==> src/rtl/lsu_pkg.sv <==
// ----------------------------------------------------------------------------
// lsu_pkg
// Shared types and constants for the load/store unit and the system bus.
//   lsu_size_t  : access size encoding used on req_size (3 behaves as WORD)
//   ttype_t     : bus transfer type (READ/WRITE), shared with the bus slaves
//   lsu_state_t : LSU control FSM encoding
//   CAUSE_*     : trap cause codes reported on resp_cause
// ----------------------------------------------------------------------------
package lsu_pkg;

    typedef enum logic [1:0] {
        BYTE = 2'd0,
        HALF = 2'd1,
        WORD = 2'd2
    } lsu_size_t;

    typedef enum logic {
        READ  = 1'b0,
        WRITE = 1'b1
    } ttype_t;

    typedef enum logic [1:0] {
        ST_IDLE = 2'd0,
        ST_BUS  = 2'd1,
        ST_RESP = 2'd2
    } lsu_state_t;

    localparam logic [3:0] CAUSE_LOAD_MISALIGNED  = 4'd4;
    localparam logic [3:0] CAUSE_LOAD_ACCESS      = 4'd5;
    localparam logic [3:0] CAUSE_STORE_MISALIGNED = 4'd6;
    localparam logic [3:0] CAUSE_STORE_ACCESS     = 4'd7;

    // The bus always carries word addresses; lane selection is done by wstrb
    // on writes and by the LSU's own extraction on reads.
    function automatic logic [31:0] word_align(input logic [31:0] a);
        return {a[31:2], 2'b00};
    endfunction

endpackage

==> src/rtl/lsu_if.sv <==
// ----------------------------------------------------------------------------
// master_bus_if
// System bus between the LSU (master) and memory-mapped slaves.
//   breq   : master requests a transfer; held until the cycle after bdone
//   ttype  : READ / WRITE
//   addr   : word-aligned byte address
//   wdata  : write data, already steered to byte lanes
//   wstrb  : write byte enables (0 on reads)
//   rdata  : read data word from the slave
//   bdone  : slave completes the transfer this cycle
// ----------------------------------------------------------------------------
interface master_bus_if;
    import lsu_pkg::*;

    logic        breq;
    ttype_t      ttype;
    logic [31:0] addr;
    logic [31:0] wdata;
    logic [3:0]  wstrb;
    logic [31:0] rdata;
    logic        bdone;

    modport master (
        output breq, ttype, addr, wdata, wstrb,
        input  rdata, bdone
    );

    modport slave (
        input  breq, ttype, addr, wdata, wstrb,
        output rdata, bdone
    );

endinterface

==> src/rtl/lsu_align.sv <==
// ----------------------------------------------------------------------------
// lsu_align
// Combinational lane steering for the LSU.
//   size        in  access size (0 byte, 1 half, 2/3 word)
//   addr_lo     in  byte offset within the word
//   is_unsigned in  zero-extend loads when 1
//   wdata       in  LSB-justified store data
//   rdata       in  raw bus read word
//   wstrb       out byte enables for a store of this size/offset
//   wdata_lane  out store data replicated across lanes
//   rdata_ext   out selected and extended load data
//   misaligned  out access crosses its natural alignment
// ----------------------------------------------------------------------------
module lsu_align
    import lsu_pkg::*;
(
    input  logic [1:0]  size,
    input  logic [1:0]  addr_lo,
    input  logic        is_unsigned,
    input  logic [31:0] wdata,
    input  logic [31:0] rdata,
    output logic [3:0]  wstrb,
    output logic [31:0] wdata_lane,
    output logic [31:0] rdata_ext,
    output logic        misaligned
);

    logic [7:0]  rd_byte;
    logic [15:0] rd_half;

    always_comb begin
        case (addr_lo)
            2'd0:    rd_byte = rdata[7:0];
            2'd1:    rd_byte = rdata[15:8];
            2'd2:    rd_byte = rdata[23:16];
            default: rd_byte = rdata[31:24];
        endcase
        rd_half = addr_lo[1] ? rdata[31:16] : rdata[15:0];
    end

    always_comb begin
        wstrb      = 4'b1111;
        wdata_lane = wdata;
        rdata_ext  = rdata;
        misaligned = 1'b0;
        if (size == BYTE) begin
            wstrb      = 4'b0001 << addr_lo;
            wdata_lane = {4{wdata[7:0]}};
            rdata_ext  = is_unsigned ? {24'd0, rd_byte} : {{24{rd_byte[7]}}, rd_byte};
        end else if (size == HALF) begin
            wstrb      = addr_lo[1] ? 4'b1100 : 4'b0011;
            wdata_lane = {2{wdata[15:0]}};
            rdata_ext  = is_unsigned ? {16'd0, rd_half} : {{16{rd_half[15]}}, rd_half};
            misaligned = addr_lo[0];
        end else begin
            // size 2 and the illegal size 3 both behave as a word access
            misaligned = (addr_lo != 2'd0);
        end
    end

endmodule

==> src/rtl/lsu.sv <==
// ----------------------------------------------------------------------------
// lsu
// Load/store unit: accepts one request from execute, runs one transaction on
// the system bus, returns extended load data or a fault.
//   clk, rst_n       core clock, async active-low reset
//   bus              system bus, master side
//   req_*            request from execute (accepted only while req_ready)
//   resp_*           one-cycle response pulse with data / fault / cause
// Parameter TIMEOUT_CYCLES: bus watchdog limit, active only when the macro
// LSU_BUS_TIMEOUT_EN is defined; otherwise BUS waits for bdone forever.
//
// state   | meaning
// --------+--------------------------------------------------------------
// ST_IDLE | req_ready high, waiting for req_valid
// ST_BUS  | breq high, bus fields held, waiting for bdone (or watchdog)
// ST_RESP | resp_valid pulse with captured data / fault
// ----------------------------------------------------------------------------
module lsu
    import lsu_pkg::*;
#(
    parameter int TIMEOUT_CYCLES = 255
) (
    input  logic               clk,
    input  logic               rst_n,
    master_bus_if.master       bus,
    input  logic               req_valid,
    output logic               req_ready,
    input  logic               req_we,
    input  logic [1:0]         req_size,
    input  logic               req_unsigned,
    input  logic [31:0]        req_addr,
    input  logic [31:0]        req_wdata,
    output logic               resp_valid,
    output logic [31:0]        resp_rdata,
    output logic               resp_fault,
    output logic [3:0]         resp_cause
);

    lsu_state_t state, state_nxt;

    logic [1:0]  lat_size;
    logic [1:0]  lat_lo;
    logic        lat_uns;
    logic [31:0] addr_q;
    ttype_t      ttype_q;
    logic [31:0] wdata_q;
    logic [3:0]  wstrb_q;
    logic [31:0] rdata_q;
    logic        fault_q;
    logic [3:0]  cause_q;

    logic        accept;
    logic        timeout_hit;
    logic [1:0]  al_size;
    logic [1:0]  al_lo;
    logic [3:0]  al_wstrb;
    logic [31:0] al_wdata;
    logic [31:0] al_rdata;
    logic        al_misaligned;

    assign accept = (state == ST_IDLE) && req_valid;

    // One aligner serves both phases: in IDLE it looks at the incoming
    // request (misalignment, store steering), in BUS at the latched one
    // (load extraction).
    assign al_size = (state == ST_IDLE) ? req_size       : lat_size;
    assign al_lo   = (state == ST_IDLE) ? req_addr[1:0]  : lat_lo;

    lsu_align u_align (
        .size        (al_size),
        .addr_lo     (al_lo),
        .is_unsigned (lat_uns),
        .wdata       (req_wdata),
        .rdata       (bus.rdata),
        .wstrb       (al_wstrb),
        .wdata_lane  (al_wdata),
        .rdata_ext   (al_rdata),
        .misaligned  (al_misaligned)
    );

`ifdef LSU_BUS_TIMEOUT_EN
    localparam int TW = ($clog2(TIMEOUT_CYCLES + 1) > 8) ? $clog2(TIMEOUT_CYCLES + 1) : 8;

    logic [TW-1:0] to_cnt;

    // to_cnt counts completed BUS cycles without bdone, so the watchdog
    // fires in the TIMEOUT_CYCLES-th BUS cycle unless bdone arrives with it.
    always_ff @(posedge clk or negedge rst_n) begin
        if (!rst_n) begin
            to_cnt <= '0;
        end else if (accept) begin
            to_cnt <= '0;
        end else if (state == ST_BUS && !bus.bdone) begin
            to_cnt <= to_cnt + 1'b1;
        end
    end

    assign timeout_hit = (state == ST_BUS) && !bus.bdone
                         && (to_cnt == TW'(TIMEOUT_CYCLES - 1));
`else
    assign timeout_hit = 1'b0;
`endif

    always_ff @(posedge clk or negedge rst_n) begin
        if (!rst_n) begin
            state <= ST_IDLE;
        end else begin
            state <= state_nxt;
        end
    end

    always_comb begin
        state_nxt = state;
        case (state)
            ST_IDLE: begin
                if (req_valid) begin
                    state_nxt = al_misaligned ? ST_RESP : ST_BUS;
                end
            end
            ST_BUS: begin
                if (bus.bdone || timeout_hit) begin
                    state_nxt = ST_RESP;
                end
            end
            ST_RESP: state_nxt = ST_IDLE;
            default: state_nxt = ST_IDLE;
        endcase
    end

    always_ff @(posedge clk or negedge rst_n) begin
        if (!rst_n) begin
            lat_size <= 2'd0;
            lat_lo   <= 2'd0;
            lat_uns  <= 1'b0;
            addr_q   <= 32'd0;
            ttype_q  <= READ;
            wdata_q  <= 32'd0;
            wstrb_q  <= 4'd0;
            rdata_q  <= 32'd0;
            fault_q  <= 1'b0;
            cause_q  <= 4'd0;
        end else if (accept) begin
            lat_size <= req_size;
            lat_lo   <= req_addr[1:0];
            lat_uns  <= req_unsigned;
            rdata_q  <= 32'd0;
            if (al_misaligned) begin
                // bus registers untouched: a misaligned access never reaches the bus
                fault_q <= 1'b1;
                cause_q <= req_we ? CAUSE_STORE_MISALIGNED : CAUSE_LOAD_MISALIGNED;
            end else begin
                addr_q  <= word_align(req_addr);
                ttype_q <= req_we ? WRITE : READ;
                wdata_q <= req_we ? al_wdata : 32'd0;
                wstrb_q <= req_we ? al_wstrb : 4'd0;
                fault_q <= 1'b0;
                cause_q <= 4'd0;
            end
        end else if (state == ST_BUS) begin
            if (bus.bdone) begin
                rdata_q <= (ttype_q == WRITE) ? 32'd0 : al_rdata;
            end else if (timeout_hit) begin
                fault_q <= 1'b1;
                cause_q <= (ttype_q == WRITE) ? CAUSE_STORE_ACCESS : CAUSE_LOAD_ACCESS;
                rdata_q <= 32'd0;
            end
        end
    end

    always_comb begin
        req_ready  = (state == ST_IDLE);
        bus.breq   = (state == ST_BUS);
        resp_valid = (state == ST_RESP);
        resp_rdata = (state == ST_RESP) ? rdata_q : 32'd0;
        resp_fault = (state == ST_RESP) && fault_q;
        resp_cause = (state == ST_RESP) ? cause_q : 4'd0;
    end

    assign bus.addr  = addr_q;
    assign bus.ttype = ttype_q;
    assign bus.wdata = wdata_q;
    assign bus.wstrb = wstrb_q;

endmodule

==> src/flat_wrapper.sv <==
// flat-port wrapper written by rule: the top's interface ports become plain ports
module lsu_flat import lsu_pkg::*;
#(
    parameter int TIMEOUT_CYCLES = 255
)
  (clk, rst_n, req_valid, req_ready, req_we, req_size, req_unsigned, req_addr, req_wdata, resp_valid, resp_rdata, resp_fault, resp_cause, bus_breq, bus_ttype, bus_addr, bus_wdata, bus_wstrb, bus_rdata, bus_bdone);
  master_bus_if bus_i ();
  input  logic clk;
  input  logic rst_n;
  input  logic req_valid;
  output logic req_ready;
  input  logic req_we;
  input  logic [1:0] req_size;
  input  logic req_unsigned;
  input  logic [31:0] req_addr;
  input  logic [31:0] req_wdata;
  output logic resp_valid;
  output logic [31:0] resp_rdata;
  output logic resp_fault;
  output logic [3:0] resp_cause;
  output wire logic [$bits(bus_i.breq)-1:0] bus_breq;
  output wire logic [$bits(bus_i.ttype)-1:0] bus_ttype;
  output wire logic [$bits(bus_i.addr)-1:0] bus_addr;
  output wire logic [$bits(bus_i.wdata)-1:0] bus_wdata;
  output wire logic [$bits(bus_i.wstrb)-1:0] bus_wstrb;
  input wire logic [$bits(bus_i.rdata)-1:0] bus_rdata;
  input wire logic [$bits(bus_i.bdone)-1:0] bus_bdone;
  assign bus_breq = bus_i.breq;
  assign bus_ttype = bus_i.ttype;
  assign bus_addr = bus_i.addr;
  assign bus_wdata = bus_i.wdata;
  assign bus_wstrb = bus_i.wstrb;
  assign bus_i.rdata = bus_rdata;
  assign bus_i.bdone = bus_bdone;
  lsu #(.TIMEOUT_CYCLES(TIMEOUT_CYCLES)) u_core (.clk(clk), .rst_n(rst_n), .bus(bus_i), .req_valid(req_valid), .req_ready(req_ready), .req_we(req_we), .req_size(req_size), .req_unsigned(req_unsigned), .req_addr(req_addr), .req_wdata(req_wdata), .resp_valid(resp_valid), .resp_rdata(resp_rdata), .resp_fault(resp_fault), .resp_cause(resp_cause));
endmodule
==> config.mk <==
export PLATFORM = sky130hd
export DESIGN_NAME = lsu_flat
export DESIGN_NICKNAME = d
export VERILOG_FILES = /design/src/rtl/lsu_pkg.sv /design/src/rtl/lsu_if.sv /design/src/rtl/lsu_align.sv /design/src/rtl/lsu.sv /design/src/flat_wrapper.sv
export SDC_FILE = /design/constraint.sdc
export NUM_CORES = 1
export LEC_CHECK = 0
export CAP_MARGIN = 20
export CORE_ASPECT_RATIO = 1.25
export CORE_UTILIZATION = 45
export CTS_CLUSTER_SIZE = 14
export DETAILED_ROUTE_END_ITERATION = 10
export PLACE_DENSITY = 0.85
export SETUP_SLACK_MARGIN = 0.5
export SLEW_MARGIN = 20
export SYNTH_ARGS = -nofsm -noshare
export SYNTH_HDL_FRONTEND = slang
export SYNTH_SLANG_ARGS = --single-unit
==> constraint.sdc <==
create_clock -name clk -period 3 [get_ports clk]
set_input_delay 0.6 -clock clk [delete_from_list [all_inputs] [get_ports clk]]
set_output_delay 0.6 -clock clk [all_outputs]
set_load 0.1 [all_outputs]
# ---- Yosys cells after proc, flatten, opt, wreduce, memory -nomap -nowiden
# Cells that the tools add are included.
dict set report op_classes {
  eq_ne 7
  n_shift 1
  muxes 31
  bitwise_logic 1
  n_reduce_logical 11
}
# cell n
set ops {}
lappend ops {{32-bit two-way mux} 12}
lappend ops {{4-bit two-way mux} 6}
lappend ops {{8-bit case mux with 3 select lines} 1}
lappend ops {{16-bit two-way mux} 1}
lappend ops {{2-bit two-way mux} 6}
lappend ops {{2-bit by 1-bit == test with 1-bit output (second input constant)} 3}
lappend ops {{2-bit zero test} 3}
lappend ops {{2-bit AND reduction} 3}
lappend ops {{2-bit nonzero test} 3}
lappend ops {{2-bit == test (second input constant)} 2}
lappend ops {{1-bit two-way mux} 4}
lappend ops {{2-bit case mux with 2 select lines} 1}
lappend ops {{1-bit by 2-bit left shift with 4-bit output (first input constant)} 1}
lappend ops {{1-bit logical AND} 2}
lappend ops {{2-bit by 1-bit inequality test with 1-bit output (second input constant)} 1}
lappend ops {{2-bit inequality test (second input constant)} 1}
lappend ops {{1-bit inverter} 1}
dict set report word_totals {
  regBits 111
  in_bits 104
  out_inout_bits 109
  wordCells 62
}

# ---- Logic depth before layout (Yosys ltp)
dict set report logic_depth {
  ltp_word 10
  mapped_depth 10
}

# ---- Hierarchy
# From an unflattened synthesis, not the netlist that was laid out.
dict set report hier_totals {
  cells_unflattened 576
  hier_area_um2 5803.1
}
# mod n_inst cells_per_inst area_each_um2
set by_module_without_submodules {}
lappend by_module_without_submodules {lsu 1 370 4380.5}
lappend by_module_without_submodules {lsu_align 1 206 1422.6}

# ---- Worst setup path before layout
# No wires, ideal clock.
dict set report synth_path {
  path_type {register -> output}
  from {reg u_core.state[0]}
  to {out resp_rdata[22]}
  arrival_ps 2755
  t_required_ps 2400
  setup_slack_ps -355
  path_stages_with_launch 6
  path_cell_list {dfrtp_1 -> buf_6 -> buf_6 -> nor2b_1 -> clkbuf_1 -> and2_1}
}
dict set report synth_via {
  elab_chain_len 2
}
# element line_no
set synth_rtl {}
lappend synth_rtl {{from (decl)} lsu.sv:39} ;# lsu_state_t state, state_nxt;
lappend synth_rtl {{from (signal assigned)} lsu.sv:108} ;# state <= state_nxt;
lappend synth_rtl {{2-bit == test} n/a}
lappend synth_rtl {{named net resp_valid} flat_wrapper.sv:17} ;# output logic resp_valid;
lappend synth_rtl {{32-bit two-way mux} lsu.sv:174} ;# resp_rdata = (state == ST_RESP) ? rdata_q : 32'd0;
lappend synth_rtl {{to (decl)} flat_wrapper.sv:18} ;# output logic [31:0] resp_rdata;
# The timed path passes the listed nets, and every way through them passes these cells.

# ---- Worst setup path after layout
dict set report layout_path {
  from {in req_addr[0]}
  to {reg u_core.wdata_q[13] (netlist: u_core.bus.wdata[13])}
}
dict set report layout_via {
  elab_chain_len 6
}
# element line_no
set layout_rtl {}
lappend layout_rtl {{from (decl)} flat_wrapper.sv:15} ;# input logic [31:0] req_addr;
lappend layout_rtl {{2-bit two-way mux *} lsu.sv:67} ;# assign al_lo = (state == ST_IDLE) ? req_addr[1:0] : lat_lo;
lappend layout_rtl {{2-bit nonzero test} lsu_align.sv:57} ;# misaligned = (addr_lo != 2'd0);
lappend layout_rtl {{1-bit two-way mux *} lsu_align.sv:50} ;# end else if (size == HALF) begin
lappend layout_rtl {{1-bit two-way mux *} lsu_align.sv:46} ;# if (size == BYTE) begin
lappend layout_rtl {{1-bit inverter (no source line) *} n/a}
lappend layout_rtl {{2-bit AND reduction (no source line) *} n/a}
lappend layout_rtl {{to (signal assigned)} lsu.sv:154} ;# wdata_q <= req_we ? al_wdata : 32'd0;
lappend layout_rtl {{to (decl)} lsu.sv:46} ;# logic [31:0] wdata_q;
# Mark *: on every way between the ends. The rest lies on a longest branch, timed or not.
# A chain may end at the register's enable or synchronous reset.

==> results.toml <==
[sta]
rsz0062_at_grt = "no"
setup-violations-final = 0
worst_slew_pin_slew_ps = 696.3
fin_crit_sh_pct = 81.49
timing.hold.ws_ps = 292.6
max_slew_margin_pct = 53.58
clock_skew_ps = 6.654
max_freq_mhz = 409.1
hold_violations = 0
layout_min_cycle_time_ps = 2445
maxSlewViolCount = 0

[clock_tree]
cts_made_buffers = 9
clk_pin_slew_ps = 70
cts_sinks = 108
root_buffer = "clkbuf_16"
clk-insertion-delay-late_ps = 350
tritoncts = "yes"
cts_max_level = 3
clockBufferDepth = 2

[worst_setup_path]
crit_chain = "clkdlybuf4s50_1 > or3b_4 > and2_4 > a21oi_2 > or2_4 > clkbuf_16 > mux2_2"
cp.required_ps = 3230
crit_type = "input pin to flip-flop"
arrival_ps = 2680
endpoint_kind = "flip-flop"
worst_setup_path_start_kind = "input pin"
crit_fanout = 15
cpMaxStageDelayCell = "clkdlybuf4s50_1"
slowest_delay_ps = 520

[worst_hold_path]
min_path_type = "input pin to async pin"

[route]
drc = 0
firstDrtPassIters = 5
num_vias = 5226
wl_per_cell_microns = 19.87
dr.first_iter.drc_count = 251
via_per_inst = 5.595
wl_microns = 18560
ant_nets = 0

[run_status]
status = "complete, no violations"

[grt]
grt_pass1_wl_microns = 27680
grt_max_degree = 62
grt-ovfl-total = 0
antenna_found_initial = 0
track_usage_pct = 27.77
grt_pass1_vias = 5192

[cells_and_area]
area_growth_pct = 49.88
stdcell_area_sq_um = 8670
num_antenna_cells = 0
drive_above_1_share_pct = 35.32
fin_util_pct = 70.31
nNetsFinal = 869

[yosys]
synthDistinctLibCells = 54
yosys-top-cells-area = "dfrtp_1 (47%), mux2_2 (13%), o21ai_0 (5.4%)"
seq_area_frac_synth_pct = 46.72
syn_inst = 553
synth_top_area_cell = "dfrtp_1"
avgSynthCellArea_sq_um = 10.46
yosys.area.top_type_share_pct = 46.72
synth_edf_count = 0
async_reset_ff_share_pct = 100.0
ys_ff_latch = 108
synth_flop_cell = "dfrtp_1"
synthesis.area_sq_um = 5784
ys_warn_count = 0

[job]
cap_violations = 0

[floorplanning]
rows = 45
die_w_microns = 103.4
start_util_pct = 46.91
coreArea_sq_um = 12330
pin_count = 213
dieArea_sq_um = 13310
die_height_microns = 128.8

[place]
gp_congestion = 0.9556
hpwl_microns = 13770
io_buffers = 208
dpl_cell_area_sq_um = 8233
[placed cells by master (no fill, tap or decap), types with 3 or more instances in the layout]
master           synthesis  routed
a21boi_0                10      10
a21oi_1                 12      12
a221oi_1                 4       4
a32o_1                   4       4
and2_1                  35      25
and2_2                   0      10
buf_12                   0      37
buf_4                   13     100
clkbuf_16                0      11
clkdlybuf4s50_1          0     102
conb_1                   1       4
dfrtp_1                108     106
inv_1                    7       6
inv_6                    1       4
mux2_2                  66      66
mux2i_1                 13      13
nand2_1                 67      67
nand3_1                  4       4
nor2_1                  25      24
o21ai_0                 62      62
o21ai_1                 10      10
o22ai_1                  9       9
o31ai_1                  7       7
o31ai_2                 12      12
o32ai_1                  3       3
or3_1                    7       7
[path summary, 6_finish.rpt]
path,slack (ps),depth (start not counted),endpoint,startpoint
hold reg to reg,480,2,u_core.rdata_q[1],u_core.rdata_q[1]
max in group asynchronous,1910,2,u_core.bus.wdata[13],rst_n
hold / removal,290,1,u_core.rdata_q[9],rst_n
min in group clk,480,2,u_core.rdata_q[1],u_core.rdata_q[1]
setup reg to reg,620,6,u_core.bus.wdata[28],u_core.state[0]
setup / recovery,560,7,u_core.bus.wdata[13],req_addr[0]
[repair_timing]
| item | CTS | global route |
|---|---|---|
| setup endpoints to repair | 49 | 92 |
| pin swaps | 0 | 2 |
| buffers inserted | 2 | 3 |
| gates resized for setup | 4 | 4 |
| endpoints found under the hold margin | 0 | 0 |
| gates cloned | 0 | 3 |
| hold buffers | 0 | 0 |
[cell usage after synthesis, types with 3 or more instances]
| master | instances |
|---|---|
| inv_1 | 7 |
| nand2_1 | 67 |
| nor2_1 | 25 |
| dfrtp_1 | 108 |
| mux2i_1 | 13 |
| a221oi_1 | 4 |
| buf_6 | 9 |
| buf_4 | 13 |
| o21ai_0 | 62 |
| mux2_2 | 66 |
| a32o_1 | 4 |
| clkbuf_1 | 22 |
| nand3_1 | 4 |
| and2_1 | 35 |
| o32ai_1 | 3 |
| o21ai_1 | 10 |
| o22ai_1 | 9 |
| or3_1 | 7 |
| o31ai_1 | 7 |
| a21boi_0 | 10 |
| o31ai_2 | 12 |
| a21oi_1 | 12 |
[final cells by class]
type	instances	area (sq um)
fill	903	3661
multi-input combinational	394	2813
sequential	108	2705
timing repair buffer	244	2600
clock buffer	10	239.0
tap	164	205.2
clock inverter	6	68.82
inverter	8	38.79
[worst max-delay path, delay by kind of cell]
kind | cells | cell delay, ps
and+or+nand+nor | 3 | 840
buffers and inverters | 2 | 730
muxes | 1 | 340
AOI/OAI and AO/OA | 1 | 160
[routing by layer]
layer | part of all wire, % | routed length, microns | GRT usage, % | vias to the layer above
li1 | - | - | - | 2373
met1 | 37 | 6944 | 33.01 | 2519
met2 | 50 | 9278 | 47.53 | 286
met3 | 9.1 | 1680 | 7.333 | 48
met4 | 3.5 | 651 | 10.60 | 0
met5 | 0 | 0 | 0 | -
[logic make-up after synthesis]
kind of cell / Yosys count / synth area share (%)
DFF: 108 / 46.72
muxes: 82 / 16.01
buffers and inverters: 54 / 5.646
other: 1 / 0.06483
and+or+nand+nor: 158 / 14.04
AOI/OAI and AO/OA: 150 / 17.52
[stage by stage]
stage	cells	worst slack [ps]	TNS (ps)
floorplan	556	518.8	0
global placement	909	-28.47	-309.7
detailed placement	910	125.1	0
CTS	928	508.0	0
global route	934	510.9	0
finish	934	555.4	0
[sequential cells by signal (all words and copies together), names as in the netlist]
name and flops:
u_core.bus.wdata 32, u_core.rdata_q 32, u_core.cause_q 2, u_core.bus.wstrb 4, u_core.lat_size 2, u_core.lat_lo 2
u_core.lat_uns 1, u_core.state 2, u_core.bus.addr 30, u_core.bus.ttype 1
Power is left out: the tool's default activity adds up to more than one toggle a clock period on the data nets, which glitch-free logic cannot reach.
